### src/rtl/tlb_fill.sv
// Two-level x86 page walk and TLB refill engine.
// Reads PDE then PTE over a single memory read port and writes one 44-bit entry into an 8-entry TLB.
module tlb_fill (
  input  logic        CLK,
  input  logic        RST,
  input  logic        MISS_REQ,
  input  logic [19:0] MISS_VPN,
  input  logic [19:0] PDBR,
  input  logic [7:0]  VALID_VEC,
  output logic        BUSY,
  output logic        MEM_REQ,
  output logic [31:0] MEM_ADDR,
  input  logic        MEM_ACK,
  input  logic [31:0] MEM_RDATA,
  output logic        WR_EN,
  output logic [2:0]  WR_IDX,
  output logic [43:0] WR_DATA,
  output logic        DONE,
  output logic        FAULT
);

  typedef enum logic [2:0] {
    S_IDLE,
    S_PDE_RD,
    S_PTE_RD,
    S_WRITE,
    S_DONE
  } state_e;

  state_e      state_q, state_d;
  logic [19:0] vpn_q, vpn_d;
  logic [19:0] pdbr_q, pdbr_d;
  logic [19:0] pde_base_q, pde_base_d;
  logic        pde_rw_q, pde_rw_d;
  logic [19:0] pte_rpn_q, pte_rpn_d;
  logic        pte_rw_q, pte_rw_d;
  logic        pte_pcd_q, pte_pcd_d;
  logic        fault_q, fault_d;
  logic [2:0]  rr_ptr_q, rr_ptr_d;
  logic [2:0]  wr_idx_q, wr_idx_d;
  logic [43:0] wr_data_q, wr_data_d;

  logic [2:0]  victim_idx;
  logic        all_valid;
  logic [43:0] new_entry;

  // Only the address, P, RW and PCD fields of the directory/table entries matter here.
  logic unused_rdata;
  assign unused_rdata = ^{MEM_RDATA[11:5], MEM_RDATA[3:2]};

  // Lowest free slot wins; round-robin only when every slot holds a valid entry.
  always_comb begin
    all_valid  = &VALID_VEC;
    victim_idx = rr_ptr_q;
    for (int i = 7; i >= 0; i--) begin
      if (!VALID_VEC[i]) victim_idx = 3'(i);
    end
  end

  assign new_entry = {vpn_q, pte_rpn_q, 1'b1, 1'b1, pde_rw_q & pte_rw_q, pte_pcd_q};

  // NOTE: every always_comb target gets a default first so no path leaves it unassigned (no latch).
  always_comb begin
    state_d    = state_q;
    vpn_d      = vpn_q;
    pdbr_d     = pdbr_q;
    pde_base_d = pde_base_q;
    pde_rw_d   = pde_rw_q;
    pte_rpn_d  = pte_rpn_q;
    pte_rw_d   = pte_rw_q;
    pte_pcd_d  = pte_pcd_q;
    fault_d    = fault_q;
    rr_ptr_d   = rr_ptr_q;
    wr_idx_d   = wr_idx_q;
    wr_data_d  = wr_data_q;

    unique case (state_q)
      S_IDLE: begin
        if (MISS_REQ) begin
          vpn_d   = MISS_VPN;
          pdbr_d  = PDBR;
          state_d = S_PDE_RD;
        end
      end
      S_PDE_RD: begin
        if (MEM_ACK) begin
          pde_base_d = MEM_RDATA[31:12];
          pde_rw_d   = MEM_RDATA[1];
          if (!MEM_RDATA[0]) begin
            fault_d = 1'b1;
            state_d = S_DONE;
          end else begin
            state_d = S_PTE_RD;
          end
        end
      end
      S_PTE_RD: begin
        if (MEM_ACK) begin
          pte_rpn_d = MEM_RDATA[31:12];
          pte_rw_d  = MEM_RDATA[1];
          pte_pcd_d = MEM_RDATA[4];
          if (!MEM_RDATA[0]) begin
            fault_d = 1'b1;
            state_d = S_DONE;
          end else begin
            state_d = S_WRITE;
          end
        end
      end
      S_WRITE: begin
        wr_idx_d  = victim_idx;
        wr_data_d = new_entry;
        if (all_valid) rr_ptr_d = rr_ptr_q + 3'd1;
        state_d = S_DONE;
      end
      S_DONE: begin
        fault_d = 1'b0;
        state_d = S_IDLE;
      end
      default: state_d = S_IDLE;
    endcase
  end

  // NOTE: sequential state uses non-blocking assignments so all registers update together at the edge.
  always_ff @(posedge CLK) begin
    if (RST) begin
      state_q    <= S_IDLE;
      vpn_q      <= '0;
      pdbr_q     <= '0;
      pde_base_q <= '0;
      pde_rw_q   <= 1'b0;
      pte_rpn_q  <= '0;
      pte_rw_q   <= 1'b0;
      pte_pcd_q  <= 1'b0;
      fault_q    <= 1'b0;
      rr_ptr_q   <= '0;
      wr_idx_q   <= '0;
      wr_data_q  <= '0;
    end else begin
      state_q    <= state_d;
      vpn_q      <= vpn_d;
      pdbr_q     <= pdbr_d;
      pde_base_q <= pde_base_d;
      pde_rw_q   <= pde_rw_d;
      pte_rpn_q  <= pte_rpn_d;
      pte_rw_q   <= pte_rw_d;
      pte_pcd_q  <= pte_pcd_d;
      fault_q    <= fault_d;
      rr_ptr_q   <= rr_ptr_d;
      wr_idx_q   <= wr_idx_d;
      wr_data_q  <= wr_data_d;
    end
  end

  // Outputs are pure decodes of registered state; the write port shows live values only in WRITE.
  always_comb begin
    BUSY     = (state_q != S_IDLE);
    MEM_REQ  = (state_q == S_PDE_RD) || (state_q == S_PTE_RD);
    MEM_ADDR = '0;
    if (state_q == S_PDE_RD) MEM_ADDR = {pdbr_q, vpn_q[19:10], 2'b00};
    if (state_q == S_PTE_RD) MEM_ADDR = {pde_base_q, vpn_q[9:0], 2'b00};
    WR_EN    = (state_q == S_WRITE);
    WR_IDX   = WR_EN ? victim_idx : wr_idx_q;
    WR_DATA  = WR_EN ? new_entry : wr_data_q;
    DONE     = (state_q == S_DONE);
    FAULT    = DONE && fault_q;
  end

endmodule
### config.mk
export PLATFORM = sky130hd
export DESIGN_NAME = tlb_fill
export DESIGN_NICKNAME = d
export VERILOG_FILES = /design/src/rtl/tlb_fill.sv
export SDC_FILE = /design/constraint.sdc
export NUM_CORES = 1
export LEC_CHECK = 0
export ABC_AREA = 1
export CORE_MARGIN = 3
export CORE_UTILIZATION = 42
export CTS_CLUSTER_DIAMETER = 30
export CTS_CLUSTER_SIZE = 14
export DETAILED_ROUTE_END_ITERATION = 8
export PLACE_DENSITY = 0.81
export SLEW_MARGIN = 10
export SYNTH_ARGS = -nofsm -noshare
export SYNTH_HDL_FRONTEND = slang
export SYNTH_SLANG_ARGS = --single-unit
### constraint.sdc
create_clock -name CLK -period 1.3 [get_ports CLK]
set_input_delay 0.26 -clock CLK [delete_from_list [all_inputs] [get_ports CLK]]
set_output_delay 0.26 -clock CLK [all_outputs]
set_load 0.01 [all_outputs]
==> results.sh, run 1 <==
export IMPL_cp_common_cell="nor2_4"
export IMPL_setup_violations=208
export IMPL_hp_class="in2reg"
export IMPL_drtIter0Drc=357
export IMPL_utilization_pct=76.10
export IMPL_worstReg2RegStart="state_q[1]"
export IMPL_dieArea_mm2=0.01451
export IMPL_worstSetupPathType="reg2out"
export IMPL_holdBufCountCts=0
export IMPL_drv_cap=0
export IMPL_cp_num_cells=10
export IMPL_area_delta_synth_final_pct=75.98
export IMPL_mostFrequentLayoutCell="dfxtp_1"
export IMPL_ys_warn_count=0
export IMPL_ys_seq_elements=137
export IMPL_fin_skew_ps=8.113
export IMPL_worstPathArrival_ps=1840
export IMPL_hold_viol_final=0
export IMPL_cts_sinks=137
export IMPL_postSynthCellCount=740
export IMPL_worstPathMaxFanout=6
export IMPL_die_height_um=120.5
export IMPL_routed_wl_mm=20.04
export IMPL_synth_edf_count=0
export IMPL_place_inst=1118
export IMPL_grt_max_degree=66
export IMPL_clk_latency_ps=420
export IMPL_cts_buffers=17
export IMPL_crit_path_start_kind="flip-flop"
export IMPL_top_level_ports=168
export IMPL_grt_total_usage_pct=24.73
export IMPL_clock_fmax_ghz=0.4759
export IMPL_cp_startpoint="state_q[1]"
export IMPL_cpPeakStageDelay_ps=340
export IMPL_ys_seq_area_share_pct=49.85
export IMPL_ff2ff_path_depth=13
export IMPL_clock_tree_root_cell="clkbuf_16"
export IMPL_ir_worst_vdd_v=0.001059
export IMPL_wl_per_cell_um=16.78
export IMPL_status="finished with violations"
export IMPL_finalMaxSlewViolations=0
export IMPL_cpLargestDelayFamily="buffers and inverters"
export IMPL_std_cell_rows=41
export IMPL_cp_endpoint="WR_IDX[0]"
export IMPL_coreArea_mm2=0.01272
export IMPL_cp_required_ps=1040
export IMPL_drive_above_1_share_pct=42.66
export IMPL_cts_tree="built"
export IMPL_setup_ws_ps=-801.3
export IMPL_fin_crit_sh_pct=161.6
export IMPL_grt_ovfl_total=0
export IMPL_gp_congestion=0.8847
export IMPL_power_density_mw_per_mm2=1259
export IMPL_hold_slack_ps=312.4
export IMPL_via_count=6055
export IMPL_r2r_end="wr_data_q[9]"
export IMPL_grt_setup_unrepaired="true"
export IMPL_drc=0
export IMPL_cpMaxStageDelayCell="dfxtp_2"
export IMPL_first_global_vias=5897
export IMPL_layout_common_cells="dfxtp_1 (134), nor2_1 (97), buf_4 (93), o21ai_0 (79), clkdlybuf4s50_1 (74)"
export IMPL_crit_chain="inv_2, nor2_4, nand2_4, buf_12, buf_8, buf_6, nor2_4, nand2_2, nand2_1, buf_2"
export IMPL_n_antenna_cell=0
export IMPL_htree_num_levels=4
export IMPL_portBuffers=156
export IMPL_initial_core_util_pct=43.24
export IMPL_viasPerCell=5.071
export IMPL_end_kind="output port"
export IMPL_first_pass_iters=5
export IMPL_synthArstFlopShare_pct=0
export IMPL_path_clk_slew_ps=60
export IMPL_antenna_found_initial=0
export IMPL_dpl_hpwl_mm=11.36
export IMPL_syn_area_mm2=0.005502
export IMPL_stdcell_count=1194
export IMPL_violations="setup timing"
export IMPL_clk_path_buf_depth=2
export IMPL_cp_num_buf_inv=5
export IMPL_rrSetupSlack_ps=-470
export IMPL_avgSynthCellArea_um2=7.434
export IMPL_ant_nets=0
export IMPL_nets=1095
export IMPL_grt_pass1_wl_mm=28.37
export IMPL_leakagePower_nw=4.530
export IMPL_die_w_um=120.5
export IMPL_synth_cell_types=30
export IMPL_synth_main_ff_cell="dfxtp_1"
export IMPL_place_ws_ps=-776.0
export IMPL_finalWorstPathRequiredPeriod_ps=2101
[state kept, by name, indices dropped and copies added (netlist names)]
register and cells:
fault_q 1, pdbr_q 20, pde_base_q 20, pde_rw_q 1, pte_pcd_q 1, pte_rpn_q 20
pte_rw_q 1, rr_ptr_q 3, state_q 3, vpn_q 20, wr_data_q 44, wr_idx_q 3
[worst min-delay path, delay by kind of cell]
kind	cells	cell delay, ps
and+or+nand+nor	1	60
buffers and inverters	2	380
[cell families after synthesis]
group,Yosys count,synth area share [%]
other,1,0.06816
xor gates and xnor gates,1,0.1592
adders and majority gates,1,0.2274
and+or+nand+nor,246,19.67
buffers and inverters,145,10.69
DFF,137,49.85
AOI/OAI and AO/OA,209,19.33
[synth_stat cells, types with 2 or more instances]
cell,n,share of area (%)
nand3_1,4,0.36
o21ai_1,15,1.4
or2_2,21,2.4
o22ai_1,10,1.1
dfxtp_1,137,50
or2_1,22,2.5
inv_2,2,0.14
o21ai_0,131,12
inv_1,95,6.5
nand4_1,4,0.45
buf_4,3,0.41
a21oi_1,51,4.6
nand2_1,51,3.5
clkbuf_1,24,1.6
nor2_1,137,9.3
buf_2,19,1.7
[routing by layer]
metal	track usage [%]	part of all wire (%)	wire length [µm]
met1	26.23	37	7506
met4	12.04	2.9	583
met2	43.87	53	10570
met3	8.279	6.9	1379
met5	0	0	0
[layout make-up]
type / count / area, µm²
Fill cell: 841 / 3040
Multi-Input combinational cell: 459 / 2919
Timing Repair Buffer: 298 / 2768
Sequential cell: 137 / 2746
Clock buffer: 20 / 466.7
Inverter: 97 / 374.1
Tap cell: 172 / 215.2
Clock inverter: 11 / 192.7
[worst min-delay path by stage]
stage	depth (start not counted)	start	slack, ps	to
after floorplan	2	MEM_RDATA[15]	390	pde_base_q[3]
after CTS	3	RST	300	wr_data_q[7]
after global placement	2	pdbr_q[0]	440	pdbr_q[0]
final	3	RST	310	wr_data_q[9]
after global routing	3	RST	320	wr_data_q[9]
after detailed placement	2	pdbr_q[0]	450	pdbr_q[0]
[through the flow]
| stage | TNS [ps] | instance area [µm²] | power [mW] |
|---|---|---|---|
| 3_3_place_gp | -56110 | 7985 | 6.412 |
| 6_report | -77110 | 9682 | 12.19 |
| 4_1_cts | -64100 | 8944 | 11.94 |
| 5_1_grt | -90450 | 9682 | 12.59 |
| 2_1_floorplan | -1387 | 5575 | 5.421 |
| 3_5_place_dp | -60940 | 7985 | 6.446 |
[what timing repair did]
action                     in CTS  in global routing
buffers inserted               28                 18
setup endpoints to repair     199                202
gates resized for setup       455                179
pin swaps                       0                  9
cloned                          1                  2
[report_power, final]
group	total (mW)	leakage [nW]	switching [mW]	internal (mW)
registers	4.65	1.12	0.167	4.48
clock network	5.36	0.318	1.81	3.55
logic	2.18	3.09	1.12	1.06
Power figures use the tool's default switching activity.
==> inputs of run 2 (changes only) <==
==> constraint.sdc (replaced) <==
create_clock -name CLK -period 1.3 [get_ports CLK]
set_input_delay 0.26 -clock CLK [delete_from_list [all_inputs] [get_ports CLK]]
set_output_delay 0.26 -clock CLK [all_outputs]
set_load 0.005 [all_outputs]
==> results.sh, run 2 (same netlist as run 1, synthesis figures left out) <==
export IMPL_violations="setup timing"
export IMPL_grt_setup_unrepaired="true"
export IMPL_worstPathMaxFanout=6
export IMPL_fin_tns_setup_ps=-108020
export IMPL_cts_sinks=137
export IMPL_fin_crit_sh_pct=181.7
export IMPL_cts_tree="built"
export IMPL_path_clk_slew_ps=70
export IMPL_clk_latency_ps=440
export IMPL_coreArea_mm2=0.01272
export IMPL_ir_worst_vdd_v=0.001101
export IMPL_hold_slack_ps=337.8
export IMPL_die_w_um=120.5
export IMPL_drtIter0Drc=680
export IMPL_fillers=669
export IMPL_end_kind="output port"
export IMPL_drc=0
export IMPL_worstReg2RegStart="state_q[1]"
export IMPL_clock_tree_root_cell="clkbuf_16"
export IMPL_die_height_um=120.5
export IMPL_cp_endpoint="WR_DATA[35]"
export IMPL_cp_startpoint="state_q[1]"
export IMPL_drt_met1_wl_mm=10.01
export IMPL_setup_ws_ps=-1062
export IMPL_cts_buffers=17
export IMPL_initial_core_util_pct=43.24
export IMPL_clock_fmax_ghz=0.4234
export IMPL_via_count=6963
export IMPL_antenna_found_initial=1
export IMPL_worstPathArrival_ps=2100
export IMPL_largest_reg_flops=44
export IMPL_viasPerCell=5.750
export IMPL_largest_register="wr_data_q"
export IMPL_layout_common_cells="dfxtp_1 (134), nor2_1 (112), inv_1 (85), clkdlybuf4s50_1 (73)"
export IMPL_ant_nets=0
export IMPL_power_density_mw_per_mm2=1261
export IMPL_hold_viol_final=0
export IMPL_wl_met3_mm=3.586
export IMPL_drv_cap=0
export IMPL_dieArea_mm2=0.01451
export IMPL_crit_chain="inv_2, nor2_4, nand2_4, clkinv_8, buf_16, buf_6, or2_1, o21ai_2, inv_1, buf_2"
export IMPL_setup_violations=218
export IMPL_grt_ovfl_total=0
export IMPL_nets=1111
export IMPL_rrSetupSlack_ps=-750
export IMPL_drive_above_1_share_pct=46.24
export IMPL_slew_headroom_pct=63.48
export IMPL_ff2ff_path_depth=14
export IMPL_cpMaxStageDelayCell="dfxtp_2"
export IMPL_stdcell_count=1211
export IMPL_r2r_end="wr_data_q[38]"
export IMPL_grt_pass1_wl_mm=33.44
export IMPL_top_level_ports=168
export IMPL_leakagePower_nw=4.826
export IMPL_hp_class="in2reg"
export IMPL_cpPeakStageDelay_ps=330
export IMPL_htree_num_levels=4
export IMPL_finalMaxSlewViolations=0
export IMPL_std_cell_rows=41
export IMPL_min_path_cells=3
export IMPL_first_global_vias=6437
export IMPL_dpl_hpwl_mm=11.07
export IMPL_wl_met2_mm=13.23
export IMPL_hold_start="RST"
export IMPL_mostFrequentLayoutCell="dfxtp_1"
export IMPL_area_delta_synth_final_pct=89.33
export IMPL_tightest_slew_ps=547.0
export IMPL_portBuffers=156
export IMPL_gp_congestion=0.8148
export IMPL_wl_per_cell_um=24.57
export IMPL_finalWorstPathRequiredPeriod_ps=2362
export IMPL_grt_total_usage_pct=29.64
export IMPL_worstSetupPathType="reg2out"
export IMPL_routed_wl_mm=29.76
export IMPL_grt_max_degree=53
export IMPL_place_inst=1099
export IMPL_status="finished with violations"
export IMPL_top_layer_used="met5"
export IMPL_first_pass_iters=6
export IMPL_crit_path_start_kind="flip-flop"
export IMPL_cp_required_ps=1040
export IMPL_clk_path_buf_depth=2
export IMPL_fin_skew_ps=12.41
[run 2: timing repair]
action	4_1_cts	5_1_grt
pin swaps	25	51
hold buffers	0	0
resized for setup	497	257
setup endpoints to repair	183	219
setup buffers	71	32
cloned	9	7
[run 2: layout make-up]
type                    count  area, µm²  area share [%]
diodes                      1      2.502         0.02402
clock buffers              22      444.2           4.264
clock inverters             9      172.7           1.658
inverters                  97      379.1           3.640
multi-input cells         459       3226           30.97
flip-flops and latches    137       2749           26.39
well taps                 172      215.2           2.066
repair buffers            314       3228           30.99
[run 2: power by group]
| part | switching [mW] | internal, mW |
|---|---|---|
| registers | 0.233 | 4.48 |
| logic | 1.60 | 1.50 |
| clock network | 1.93 | 3.38 |
[run 2: worst min path at each step]
stage / slack (ps) / endpoint
after global placement: 430 / pdbr_q[14]
after detailed placement: 440 / pdbr_q[17]
after floorplan: 390 / pde_base_q[3]
after global routing: 350 / wr_data_q[38]
after CTS: 310 / wr_data_q[36]
final: 340 / state_q[0]
[run 2: through the flow]
stage	power, mW	utilization (%)	area (µm²)	worst slack (ps)
after floorplan	5.379	-	5629	-32.15
after global placement	6.328	62.06	7895	-695.0
after detailed placement	6.365	62.06	7895	-742.0
after CTS	11.91	75.28	9577	-767.8
after global routing	13.36	81.85	10410	-1098
final	13.13	81.87	10420	-1062
[run 2: layer usage]
metal  global-route usage [%]  vias to the layer above
met5                        0                        -
met4                    15.79                        2
met3                    8.887                      229
met2                    50.54                      538
met1                    33.24                     3269
li1                         -                     2925
[run 2: critical path, delay by kind of cell (launching register included)]
kind / cells / cell delay (ps)
AO/OA/AOI/OAI: 1 / 150
buffers and inverters: 6 / 660
flip-flops: 1 / 330
AND/OR/NAND/NOR: 3 / 510
==> inputs of run 3 (changes only) <==
--- a/config.mk
+++ b/config.mk
@@ -8,8 +8,7 @@
 export ABC_AREA = 1
 export CORE_MARGIN = 3
 export CORE_UTILIZATION = 42
-export CTS_CLUSTER_DIAMETER = 30
-export CTS_CLUSTER_SIZE = 14
+export CTS_CLUSTER_DIAMETER = 80
 export DETAILED_ROUTE_END_ITERATION = 8
 export PLACE_DENSITY = 0.81
 export SLEW_MARGIN = 10
==> results of run 3 <==
Final layout, timing and power as in run 2 (identical DEF).
